==> src/rtl/fetch_unit.sv <==
// Instruction-fetch stage: owns the PC, drives the imem req/ack handshake and fills the
// one-entry IF/ID output slot. Redirects discard wrong-path work without abandoning requests.
module fetch_unit #(
  parameter logic [31:0] ResetPc = 32'h0000_0000
) (
  input  logic        clk_i,
  input  logic        reset_i,
  output logic        imem_req_o,
  output logic [31:0] imem_addr_o,
  input  logic        imem_ack_i,
  input  logic [31:0] imem_rdata_i,
  input  logic        stall_i,
  input  logic        redirect_i,
  input  logic [31:0] redirect_pc_i,
  output logic [31:0] inst_out_o,
  output logic [31:0] pcplus4_out_o,
  output logic        inst_valid_o
);

  typedef enum logic [1:0] {StIdle, StFetch, StHold, StDrain} state_e;

  state_e      state_q;
  logic [31:0] pc_q;
  logic [31:0] tgt_q;
  logic [31:0] buf_inst_q;
  logic [31:0] buf_pc4_q;
  logic [31:0] inst_q;
  logic [31:0] pc4_q;
  logic        valid_q;
  logic [31:0] pc_plus4;

  // Wraps modulo 2^32; no alignment check on the PC.
  assign pc_plus4 = pc_q + 32'd4;

  always_ff @(posedge clk_i or posedge reset_i) begin
    if (reset_i) begin
      state_q    <= StIdle;
      pc_q       <= ResetPc;
      tgt_q      <= '0;
      buf_inst_q <= '0;
      buf_pc4_q  <= '0;
      inst_q     <= '0;
      pc4_q      <= '0;
      valid_q    <= 1'b0;
    end else begin
      case (state_q)
        StIdle: begin
          state_q <= StFetch;
        end

        StFetch: begin
          if (redirect_i) begin
            inst_q  <= '0;
            pc4_q   <= '0;
            valid_q <= 1'b0;
            if (imem_ack_i) begin
              pc_q <= redirect_pc_i;
            end else begin
              // Request must complete at the old address before the target is fetched.
              tgt_q   <= redirect_pc_i;
              state_q <= StDrain;
            end
          end else if (imem_ack_i) begin
            pc_q <= pc_plus4;
            if (stall_i) begin
              buf_inst_q <= imem_rdata_i;
              buf_pc4_q  <= pc_plus4;
              state_q    <= StHold;
            end else begin
              inst_q  <= imem_rdata_i;
              pc4_q   <= pc_plus4;
              valid_q <= 1'b1;
            end
          end else if (!stall_i) begin
            inst_q  <= '0;
            pc4_q   <= '0;
            valid_q <= 1'b0;
          end
        end

        StHold: begin
          if (redirect_i) begin
            pc_q    <= redirect_pc_i;
            inst_q  <= '0;
            pc4_q   <= '0;
            valid_q <= 1'b0;
            state_q <= StFetch;
          end else if (!stall_i) begin
            inst_q  <= buf_inst_q;
            pc4_q   <= buf_pc4_q;
            valid_q <= 1'b1;
            state_q <= StFetch;
          end
        end

        StDrain: begin
          if (redirect_i) begin
            tgt_q <= redirect_pc_i;
          end
          if (imem_ack_i) begin
            pc_q    <= redirect_i ? redirect_pc_i : tgt_q;
            state_q <= StFetch;
          end
          inst_q  <= '0;
          pc4_q   <= '0;
          valid_q <= 1'b0;
        end

        default: begin
          state_q <= StIdle;
        end
      endcase
    end
  end

  assign imem_req_o    = (state_q == StFetch) || (state_q == StDrain);
  assign imem_addr_o   = pc_q;
  assign inst_out_o    = inst_q;
  assign pcplus4_out_o = pc4_q;
  assign inst_valid_o  = valid_q;

endmodule

==> config.mk <==
export PLATFORM = sky130hd
export DESIGN_NAME = fetch_unit
export DESIGN_NICKNAME = d
export VERILOG_FILES = /design/src/rtl/fetch_unit.sv
export SDC_FILE = /design/constraint.sdc
export NUM_CORES = 1
export LEC_CHECK = 0
export ABC_CLOCK_PERIOD_IN_PS = 8520
export BUFFER_PORTS_ARGS = -buffer_cell sky130_fd_sc_hd__buf_2
export CORE_AREA = 5 5 137 139
export CTS_BUF_LIST = sky130_fd_sc_hd__clkbuf_2 sky130_fd_sc_hd__clkbuf_4 sky130_fd_sc_hd__clkbuf_8
export CTS_CLUSTER_SIZE = 16
export DETAILED_ROUTE_END_ITERATION = 12
export DIE_AREA = 0 0 142 144
export PLACE_DENSITY = 0.75
export SLEW_MARGIN = 5
export SYNTH_ARGS = -nofsm -noshare
export SYNTH_HDL_FRONTEND = slang
export SYNTH_SLANG_ARGS = --single-unit
==> constraint.sdc <==
create_clock -name clk_i -period 8.52 [get_ports clk_i]
set_input_delay 0 -clock clk_i [delete_from_list [all_inputs] [get_ports clk_i]]
set_output_delay 0 -clock clk_i [all_outputs]
set_load 0.01 [all_outputs]
==> results of run 1 <==
## cell families after synthesis
group / count (synthesis) / synth area share
AOI/OAI and AO/OA: 238 / 0.168
xor gates and xnor gates: 22 / 0.0207
adders and majority gates: 3 / 0.00350
buffers and inverters: 94 / 0.0394
DFF: 195 / 0.525
muxes: 78 / 0.0942
and+or+nand+nor: 314 / 0.149
## worst max-delay path, stage by stage, from the launching register on
cell     delay (ns)
dfrtp_1        0.70
and3b_1        0.92
nand3_4        0.94
mux2_2         0.61
## state kept, by name (all words and copies together), names as in the netlist
name	cells
pcplus4_out_o	32
imem_addr_o	32
state_q	2
buf_inst_q	32
inst_valid_o	1
tgt_q	32
buf_pc4_q	32
inst_out_o	32
## metal layers
layer	routed length [µm]	up-vias
li1	-	3761
met1	10800	3835
met2	11300	315
met3	2000	37
met4	427	0
met5	0	-
## layout make-up
class / instances / area (µm²)
Timing Repair Buffer: 241 / 1560
Tap cell: 229 / 287
Multi-Input combinational cell: 655 / 4080
Fill cell: 1449 / 6220
Clock buffer: 20 / 263
Inverter: 30 / 120
Clock inverter: 12 / 121
Sequential cell: 195 / 4880
## what timing repair did
action                    CTS  global route
resized for setup           0             0
hold endpoints to repair  244             0
hold buffers               67             0
## per-stage QoR
stage / cell area, µm² / utilization / setup WS [ns]
3_5_place_dp: 10300 / 0.585 / 5.23
6_report: 11300 / 0.645 / 5.21
4_1_cts: 11300 / 0.645 / 5.22
5_1_grt: 11300 / 0.645 / 4.99
3_3_place_gp: 10300 / 0.585 / 5.29
2_1_floorplan: 9300 / - / 3.21
## synth_stat cells, drive strengths merged (4+ instances only)
| master | n |
|---|---|
| xnor2 | 18 |
| mux2 | 76 |
| and3 | 11 |
| nand4 | 8 |
| o22ai | 7 |
| dfrtp | 195 |
| nor3 | 20 |
| buf | 11 |
| or4 | 4 |
| a21oi | 60 |
| xor2 | 4 |
| clkbuf | 53 |
| nor4 | 8 |
| o2bb2a | 17 |
| o21ai | 78 |
| inv | 29 |
| nor2 | 127 |
| nand2 | 99 |
| a221oi | 45 |
| nand2b | 5 |
| nand3 | 21 |
| o221ai | 5 |
## how the worst min path moves through the flow
stage	startpoint	to	slack, ns	depth (start not counted)
detailed placement	reset_i	inst_out_o[3]	0.24	2
floorplan	redirect_i	state_q[0]	0.11	2
global route	redirect_i	imem_addr_o[1]	0.16	4
CTS	redirect_i	imem_addr_o[1]	0.08	4
global placement	reset_i	inst_out_o[3]	0.25	2
finish	redirect_i	imem_addr_o[1]	0.11	4
## power by group through the flow
| stage | combinational, µW | sequential, µW | clock [µW] |
|---|---|---|---|
| 2_1_floorplan | 370 | 1290 | 0 |
| 3_3_place_gp | 572 | 1280 | 0 |
| 3_5_place_dp | 590 | 1290 | 0 |
| 4_1_cts | 615 | 1280 | 601 |
| 5_1_grt | 686 | 1310 | 638 |
| 6_report | 614 | 1280 | 589 |
==> qor.yml, run 1 <==
die:
  start_util: 0.530
  core_um2: 17500
  num_rows: 49
  dieHeight_um: 144
  die-area_um2: 20400
  die_w_um: 142
  ios: 167
yosys:
  yosysUniqueCellTypes: 53
  synth_top_area_frac: 0.525
  synth-edff-count: 0
  syn-cell-area_um2: 9300
  yosys.area.top_type: "dfrtp_1"
  postSynthAreaPerCell_um2: 9.85
  syn-num-nets: 1014
  ys_ff_latch: 195
  dominantRegCellSynth: "dfrtp_1"
  yosys_warnings: 0
  ys_seq_area_frac: 0.525
  synth-async-reset-ratio: 1.00
  synth_area_leaders: "dfrtp_1 (52%), mux2_2 (9.2%), nor2_1 (5.1%)"
  synth_cells: 944
final_layout:
  finalNetCount: 1210
  diodes: 0
  area_delta_synth_final_pct: 21.7
  most-common-layout-cells: "dfrtp_1 (195), buf_2 (166), nor2_1 (125), nand2_1 (99), o21ai_0 (77)"
  final_common_cell: "dfrtp_1"
  final_cells: 1382
  drive_gt1_frac: 0.256
timing:
  min_period_ns: 3.31
  fin_crit_sh: 0.388
  maxSlewViolCount: 0
  hold-worst-slack_ns: 0.113
  finalSetupViolCount: 0
  tightest_slew_ns: 1.21
  skew_ns: 0.0169
  slew_headroom: 0.184
  finalSetupTns_ns: 0
  finalHoldViolations: 0
  timing.fmax_mhz: 302
  rsz0062_at_grt: "false"
cts:
  cts_tree: "done"
  ctsHtreeMaxLevel: 4
  cts.sinks: 195
  clock_latency_ns: 0.48
  cts_setup_buffers: 0
  clk_pin_slew_ns: 0.09
  cts_root_buffer: "clkbuf_8"
  cts_buffers: 17
  cts.path.max_buffers: 2
power_and_ir_drop:
  switching_share: 0.331
  peakVddDrop_uv: 120
  leakagePower_uw: 0.00523
  internal_power_uw: 1660
  p_comb_frac: 0.247
  power_uw: 2480
  p_clk_frac: 0.238
  pwr-share-seq: 0.515
  power_density_nw_per_um2: 219
  switching_power_uw: 821
route:
  drc_errors: 0
  vias: 7948
  first_pass_iters: 5
  drt_wl_total_um: 24500
  drt-initial-drc-count: 550
  wl_per_cell_um: 17.8
  detail-route-antenna-nets: 0
  routed_via_density: 5.75
global_route:
  grt_pass1_wl_um: 40500
  use_met1: 0.355
  overflow: 0
  grt_start_max_net_pins: 125
  grt_pass1_vias: 7698
  antenna_found_initial: 0
  met2_usage: 0.380
  grtUsageMet3: 0.0522
  grtUsageTotal: 0.246
  globalRoute.busiestLayer: "met2"
place:
  post-dp-hpwl_um: 16100
  io_buffers: 166
  place_congestion: 0.921
  place_inst: 1283
setup_path:
  regToRegSetupSlack_ns: 5.21
  cp_max_fo: 83
  start_kind: "register"
  crit_arrival_ns: 3.66
  cp-startpoint: "state_q[0]"
  reg2reg_from: "state_q[0]"
  rr_endpoint: "buf_inst_q[3]"
  setup.worst_path.end: "buf_inst_q[3]"
  worstSetupPathType: "register to register"
  r2r_cells: 3
  critPathRequiredTime_ns: 8.87
  cp-end-kind: "register"
min_path:
  hold_path.class: "input pin to register"
outcome:
  outcome: "finished clean"
job:
  drv_cap: 0
Note: power is estimated with default switching activity, not from simulation.
==> inputs of run 2 (changes only) <==
Settings changed: ABC_AREA from default to 1, ABC_CLOCK_PERIOD_IN_PS 8520 to 2900, CORE_AREA 5 5 137 139 to 5 5 142 144, DIE_AREA 0 0 142 144 to 0 0 147 149, PLACE_DENSITY 0.75 to 0.76.
Clock period 8.52 ns to 2.9 ns, I/O delays scaled along.
==> qor.yml, run 2 <==
timing:
  finalSetupTns_ns: 0  # unchanged
  fin_crit_sh: 0.845  # +0.456
  rsz0062_at_grt: "false"
  skew_ns: 0.0155  # -0.00141 ns
  hold-worst-slack_ns: 0.248  # +0.135 ns
  slew_headroom: 0.327  # +0.143
  finalHoldViolations: 0  # unchanged
  min_period_ns: 2.45  # -0.860 ns
  maxSlewViolCount: 0  # unchanged
  timing.fmax_mhz: 408  # +35%
  tightest_slew_ns: 1.01  # -0.204 ns
  finalSetupViolCount: 0  # unchanged
place:
  io_buffers: 166  # unchanged
  place_inst: 1617  # +26%
  post-dp-hpwl_um: 17800  # +11%
  place_congestion: 0.898  # -2.5%
route:
  vias: 9277  # +17%
  first_pass_iters: 5  # unchanged
  drt_wl_total_um: 27200  # +11%
  wl_per_cell_um: 15.8  # -11%
  detail-route-antenna-nets: 0  # unchanged
  drt-initial-drc-count: 754  # +37%
  drc_errors: 0  # unchanged
  routed_via_density: 5.40  # -6.1%
final_layout:
  most-common-layout-cells: "nand2_1 (444), dfrtp_1 (195), a21oi_1 (186), buf_2 (166), nor2_1 (165)"
  area_delta_synth_final_pct: 20.7
  diodes: 0  # unchanged
  final_common_cell: "nand2_1"
  drive_gt1_frac: 0.160  # -0.0962
  finalNetCount: 1541  # +27%
  final_cells: 1718  # +24%
yosys:
  ys_seq_area_frac: 0.503  # -0.0215
  syn-num-nets: 1343  # +32%
  synth.area.mux_share: 0.00103  # -0.0932
  syn-cell-area_um2: 9700  # +4.3%
  synth_top_area_frac: 0.503  # -0.0215
  synth-async-reset-ratio: 1.00  # unchanged
  yosys-top-cells-count: "nand2_1 (444), dfrtp_1 (195), a21oi_1 (186)"
  synth_top_family_by_area: "simple AND/OR/NAND/NOR gates"
  yosys.area.top_type: "dfrtp_1"
  synth-edff-count: 0  # unchanged
  dominantRegCellSynth: "dfrtp_1"
  yosys.area_share.simple: 0.262  # +0.113
  yosysMostFrequentCell: "nand2_1"
  postSynthAreaPerCell_um2: 7.62  # -23%
  synthXorXnorAreaFrac: 0.0135  # -0.00717
  synth_compound_area_frac: 0.159  # -0.00949
  synth_cells: 1273  # +35%
  synth_area_leaders: "dfrtp_1 (50%), nand2_1 (17%), a21oi_1 (9.6%)"
  ys_ff_latch: 195  # unchanged
  synthAdderAreaFrac: 0.00129  # -0.00221
  yosysUniqueCellTypes: 37  # -30%
  yosys_warnings: 0  # unchanged
die:
  start_util: 0.522  # -0.00844
  ios: 167  # unchanged
  dieHeight_um: 149  # +3.5%
  die-area_um2: 21900  # +7.1%
  die_w_um: 147  # +3.5%
  num_rows: 50  # +2.0%
  core_um2: 18600  # +6.0%
cts:
  cts.sinks: 195  # unchanged
  ctsHtreeMaxLevel: 4  # unchanged
  cts.path.max_buffers: 2  # unchanged
  cts_tree: "done"
  cts_buffers: 17  # unchanged
  cts_root_buffer: "clkbuf_8"
  clk_pin_slew_ns: 0.11  # +0.02 ns
  clock_latency_ns: 0.48  # about the same
global_route:
  antenna_found_initial: 0  # unchanged
  grt_pass1_wl_um: 44400  # +9.6%
  overflow: 0  # unchanged
  grt_pass1_vias: 8629  # +12%
  grt_start_max_net_pins: 196  # +57%
  grtUsageTotal: 0.247  # +0.00112
min_path:
  hold_path_depth: 3  # -1
  worstHoldStart: "redirect_i"
  hold_path.class: "input pin to register"
outcome:
  outcome: "finished clean"
setup_path:
  cp_max_fo: 39  # -53%
  worstSetupPathType: "register to register"
  cp-end-kind: "register"
  start_kind: "register"
  critPathRequiredTime_ns: 3.30  # -5.57 ns
  crit_arrival_ns: 2.85  # -0.81 ns
  reg2reg_from: "state_q[1]"
  regToRegSetupSlack_ns: 0.45  # -4.76 ns
  cp-startpoint: "state_q[1]"
  r2r_cells: 6  # +3
power_and_ir_drop:
  leakagePower_uw: 0.00586  # +12%
  power_density_nw_per_um2: 945  # +330%
  peakVddDrop_uv: 393  # +230%
job:
  drv_cap: 0  # unchanged
-- run 2: cell types whose count changed in the layout (fill, tap and decap cells not counted), moves of 18 or more --
cell and change:
inv_1 +20, mux2_2 -76, nand2_1 +345, nor2_1 +40, a221oi_1 -45, a211oi_1 +18
nor3_1 -18, o21ai_0 -33, a21oi_1 +127
-- run 2: worst max-delay path: stages (launching register included) --
cell and delay (ns):
dfrtp_1 0.49, nand2_2 0.12, inv_2 0.22, o21ai_4 0.72
buf_4 0.54, a21oi_1 0.08, a21oi_1 0.17
-- run 2: cell type report --
cell class                 count  area [µm²]
fill                        1618        6880
sequential                   195        4880
multi-input combinational    948        4250
timing repair buffer         250        1650
tap                          234         293
clock buffer                  18         241
inverter                      59         225
clock inverter                14         164
-- run 2: worst paths after layout --
kind                                          end
worst max-delay path            pcplus4_out_o[29]
worst min-delay path                   state_q[0]
worst max register to register  pcplus4_out_o[29]
worst min register to register     buf_inst_q[13]
max in group asynchronous               tgt_q[22]
min in group asynchronous            buf_pc4_q[2]
-- run 2: repair_timing --
| item | 4_1_cts | 5_1_grt |
|---|---|---|
| endpoints found under the hold margin | 303 | 0 |
| hold buffers | 69 | 0 |
| gates resized for setup | 0 | 0 |
| buffers inserted | 0 | 0 |
-- run 2: cell families (layout without fill, tap and decap cells) --
logic type                 after synthesis  in the layout
and+or+nand+nor                        647            647
AOI/OAI and AO/OA                      284            284
DFF                                    195            195
buffers and inverters                  130            341
xor gates and xnor gates                15             15
adders and majority gates                1              1
muxes                                    1              1
-- run 2: stage by stage --
stage / worst slack, ns / area (µm²) / total power (µW) / util
floorplan: 0.382 / 9700 / 7610 / -
global placement: 0.568 / 10600 / 9000 / 0.571
detailed placement: 0.493 / 10600 / 9150 / 0.571
CTS: 0.457 / 11700 / 11000 / 0.630
global route: 0.264 / 11700 / 11900 / 0.630
finish: 0.450 / 11700 / 11100 / 0.630
-- run 2: layer usage --
metal  global-route usage  wire length (µm)  vias to the layer above
li1                     -                 -                     4506
met1                0.350             12100                     4380
met2                0.397             12700                      355
met3               0.0474              2020                       36
met4               0.0582               353                        0
met5                    0                 0                        -
-- run 2: report_power, final --
part	internal, µW	switching [µW]	total, µW	leakage [µW]
registers	3890	902	4790	0.00241
logic	1590	2860	4450	0.00326
clock network	735	1080	1810	0.000200
==> inputs of run 3 (changes only) <==
Settings changed: ABC_CLOCK_PERIOD_IN_PS 2900 to 2600, CORE_AREA 5 5 142 144 to 5 5 139 141, DIE_AREA 0 0 147 149 to 0 0 144 146.
Clock period 2.9 ns to 2.6 ns, I/O delays scaled along.
==> qor.yml, run 3 (same netlist as run 2, synthesis figures left out) <==
timing:
  skew_ns: 0.0127  # -0.00280 ns
  tightest_slew_ns: 1.15  # +0.140 ns
  setup_ws_ns: 0.432  # -0.0174 ns
  timing.fmax_mhz: 461  # +13%
  maxSlewViolCount: 0  # unchanged
  finalSetupTns_ns: 0  # unchanged
  fin_crit_sh: 0.834  # -0.0112
  finalSetupViolCount: 0  # unchanged
  finalHoldViolations: 0  # unchanged
  min_period_ns: 2.17  # -0.283 ns
  slew_headroom: 0.233  # -0.0943
  rsz0062_at_grt: "false"
min_path:
  hold_path_depth: 3  # unchanged
  holdPathEnd: "state_q[0]"
  worstHoldStart: "redirect_i"
  hold_path.class: "input pin to register"
cts:
  cts.sinks: 195  # unchanged
  cts_setup_buffers: 0  # unchanged
  clk_pin_slew_ns: 0.10  # about the same
  cts.path.max_buffers: 2  # unchanged
  clock_latency_ns: 0.48  # about the same
  ctsHtreeMaxLevel: 4  # unchanged
  cts_buffers: 17  # unchanged
  cts_root_buffer: "clkbuf_8"
  cts_resized: 0  # unchanged
  cts_tree: "done"
power_and_ir_drop:
  pwr-share-seq: 0.435  # +0.002
  internal_power_uw: 6850  # +10%
  p_clk_frac: 0.154  # -0.010
  p_comb_frac: 0.410  # +0.007
  switching_share: 0.439  # +0.00106
  switching_power_uw: 5360  # +11%
  leakagePower_uw: 0.00587  # about the same
  power_uw: 12200  # +10%
  power_density_nw_per_um2: 1040  # +10%
  peakVddDrop_uv: 546  # +39%
final_layout:
  final_common_cell: "nand2_1"
  most-common-layout-cells: "nand2_1 (444), dfrtp_1 (195), a21oi_1 (186), buf_2 (166), nor2_1 (165)"
  drive_gt1_frac: 0.162  # +0.00248
  final_cells: 1715  # -0.17%
  fillers: 1518  # -6.2%
  finalNetCount: 1543  # +0.13%
  seqCellArea_um2: 4880  # unchanged
  multi_input_area_um2: 4250  # unchanged
  area_delta_synth_final_pct: 20.9
  diodes: 0  # unchanged
setup_path:
  reg2reg_from: "state_q[1]"
  cp_max_fo: 61  # +56%
  regToRegSetupSlack_ns: 0.43  # -0.02 ns
  r2r_cells: 5  # -1
  crit_arrival_ns: 2.56  # -0.29 ns
  start_kind: "register"
  rr_endpoint: "inst_out_o[5]"
  worstSetupPathType: "register to register"
  cp-end-kind: "register"
  critPathRequiredTime_ns: 3.00  # -0.30 ns
die:
  start_util: 0.544  # +0.0216
  ios: 167  # unchanged
  core_um2: 17800  # -4.0%
  die_w_um: 144  # -2.0%
  num_rows: 49  # -2.0%
  dieHeight_um: 146  # -2.0%
  die-area_um2: 21000  # -4.0%
route:
  detail-route-antenna-nets: 0  # unchanged
  drc_errors: 0  # unchanged
  routed_via_density: 5.46  # +1.1%
  first_pass_iters: 7  # +2
  drt-initial-drc-count: 760  # +0.80%
  wl_per_cell_um: 16.0  # +1.0%
  drt_wl_total_um: 27400  # +0.85%
  vias: 9360  # +0.89%
global_route:
  overflow: 0  # unchanged
  grt_pass1_wl_um: 44800  # +0.92%
  antenna_found_initial: 0  # unchanged
  grtUsageTotal: 0.261  # +0.0136
  grt_pass1_vias: 8724  # +1.1%
  grt_start_max_net_pins: 75  # -62%
place:
  post-dp-hpwl_um: 18100  # +1.5%
  place_congestion: 0.930  # +3.5%
  place_inst: 1616  # -0.062%
  io_buffers: 166  # unchanged
  pre_cts_ws_ns: 0.513  # +0.0206 ns
outcome:
  outcome: "finished clean"
job:
  drv_cap: 0  # unchanged
[run 3: cell types whose count changed in the layout (fill, tap and decap cells not counted)]
cell / before / now
inv_6: 5 / 3
inv_8: 3 / 2
bufinv_16: 1 / 0
buf_12: 1 / 5
clkinv_8: 2 / 0
clkinvlp_4: 3 / 5
dlygate4sd3_1: 69 / 67
clkinv_4: 1 / 5
clkbuf_4: 1 / 0
clkbuf_8: 17 / 18
[run 3: layer usage]
metal,share of wire,wire (µm),global-route usage,up-vias
met1,0.44,12000,0.385,4416
met5,0,0,0,-
met2,0.46,12600,0.392,383
li1,-,-,-,4518
met3,0.082,2250,0.0526,43
met4,0.019,507,0.0730,0
[run 3: repair_timing]
action                                  in CTS  in global routing
endpoints found under the hold margin      132                  0
endpoints found under the setup margin       0                  0
hold buffers                                67                  0
[run 3: critical path, cell delays in order, from the launching register on]
cell     delay (ns)
dfrtp_1        0.52
or2_1          0.28
o21ai_4        0.09
inv_2          0.83
nor2_1         0.14
a21oi_1        0.21
[run 3: worst max-delay path by stage]
stage / end / depth (start not counted) / slack (ns) / start
after floorplan: buf_inst_q[0] / 1 / 0.08 / reset_i
after global routing: pcplus4_out_o[25] / 5 / 0.29 / state_q[1]
after CTS: inst_out_o[16] / 5 / 0.50 / state_q[1]
after global placement: pcplus4_out_o[30] / 5 / 0.62 / state_q[1]
final: inst_out_o[5] / 5 / 0.43 / state_q[1]
after detailed placement: inst_out_o[16] / 5 / 0.51 / state_q[1]
[run 3: cell type report]
cell class / count / share of cell area
inverters: 59 / 0.0192
clock inverters: 14 / 0.0105
flip-flops and latches: 195 / 0.416
clock buffers: 18 / 0.0211
repair buffers: 252 / 0.146
multi-input cells: 948 / 0.363
well taps: 229 / 0.0245
[run 3: power groups by stage]
stage / combinational [µW] / clock (µW) / sequential, µW
finish: 5010 / 1890 / 5320
global route: 5630 / 2050 / 5470
CTS: 5010 / 1930 / 5290
detailed placement: 4910 / 0 / 5360
global placement: 4770 / 0 / 5320
floorplan: 3070 / 0 / 5420
[run 3: through the flow]
step	hold WS, ns	util	cell area [µm²]
3_5_place_dp	0.134	0.598	10700
6_report	0.0411	0.657	11700
5_1_grt	0.0815	0.657	11700
3_3_place_gp	0.127	0.598	10700
2_1_floorplan	0.117	-	9700
4_1_cts	0.00789	0.657	11700
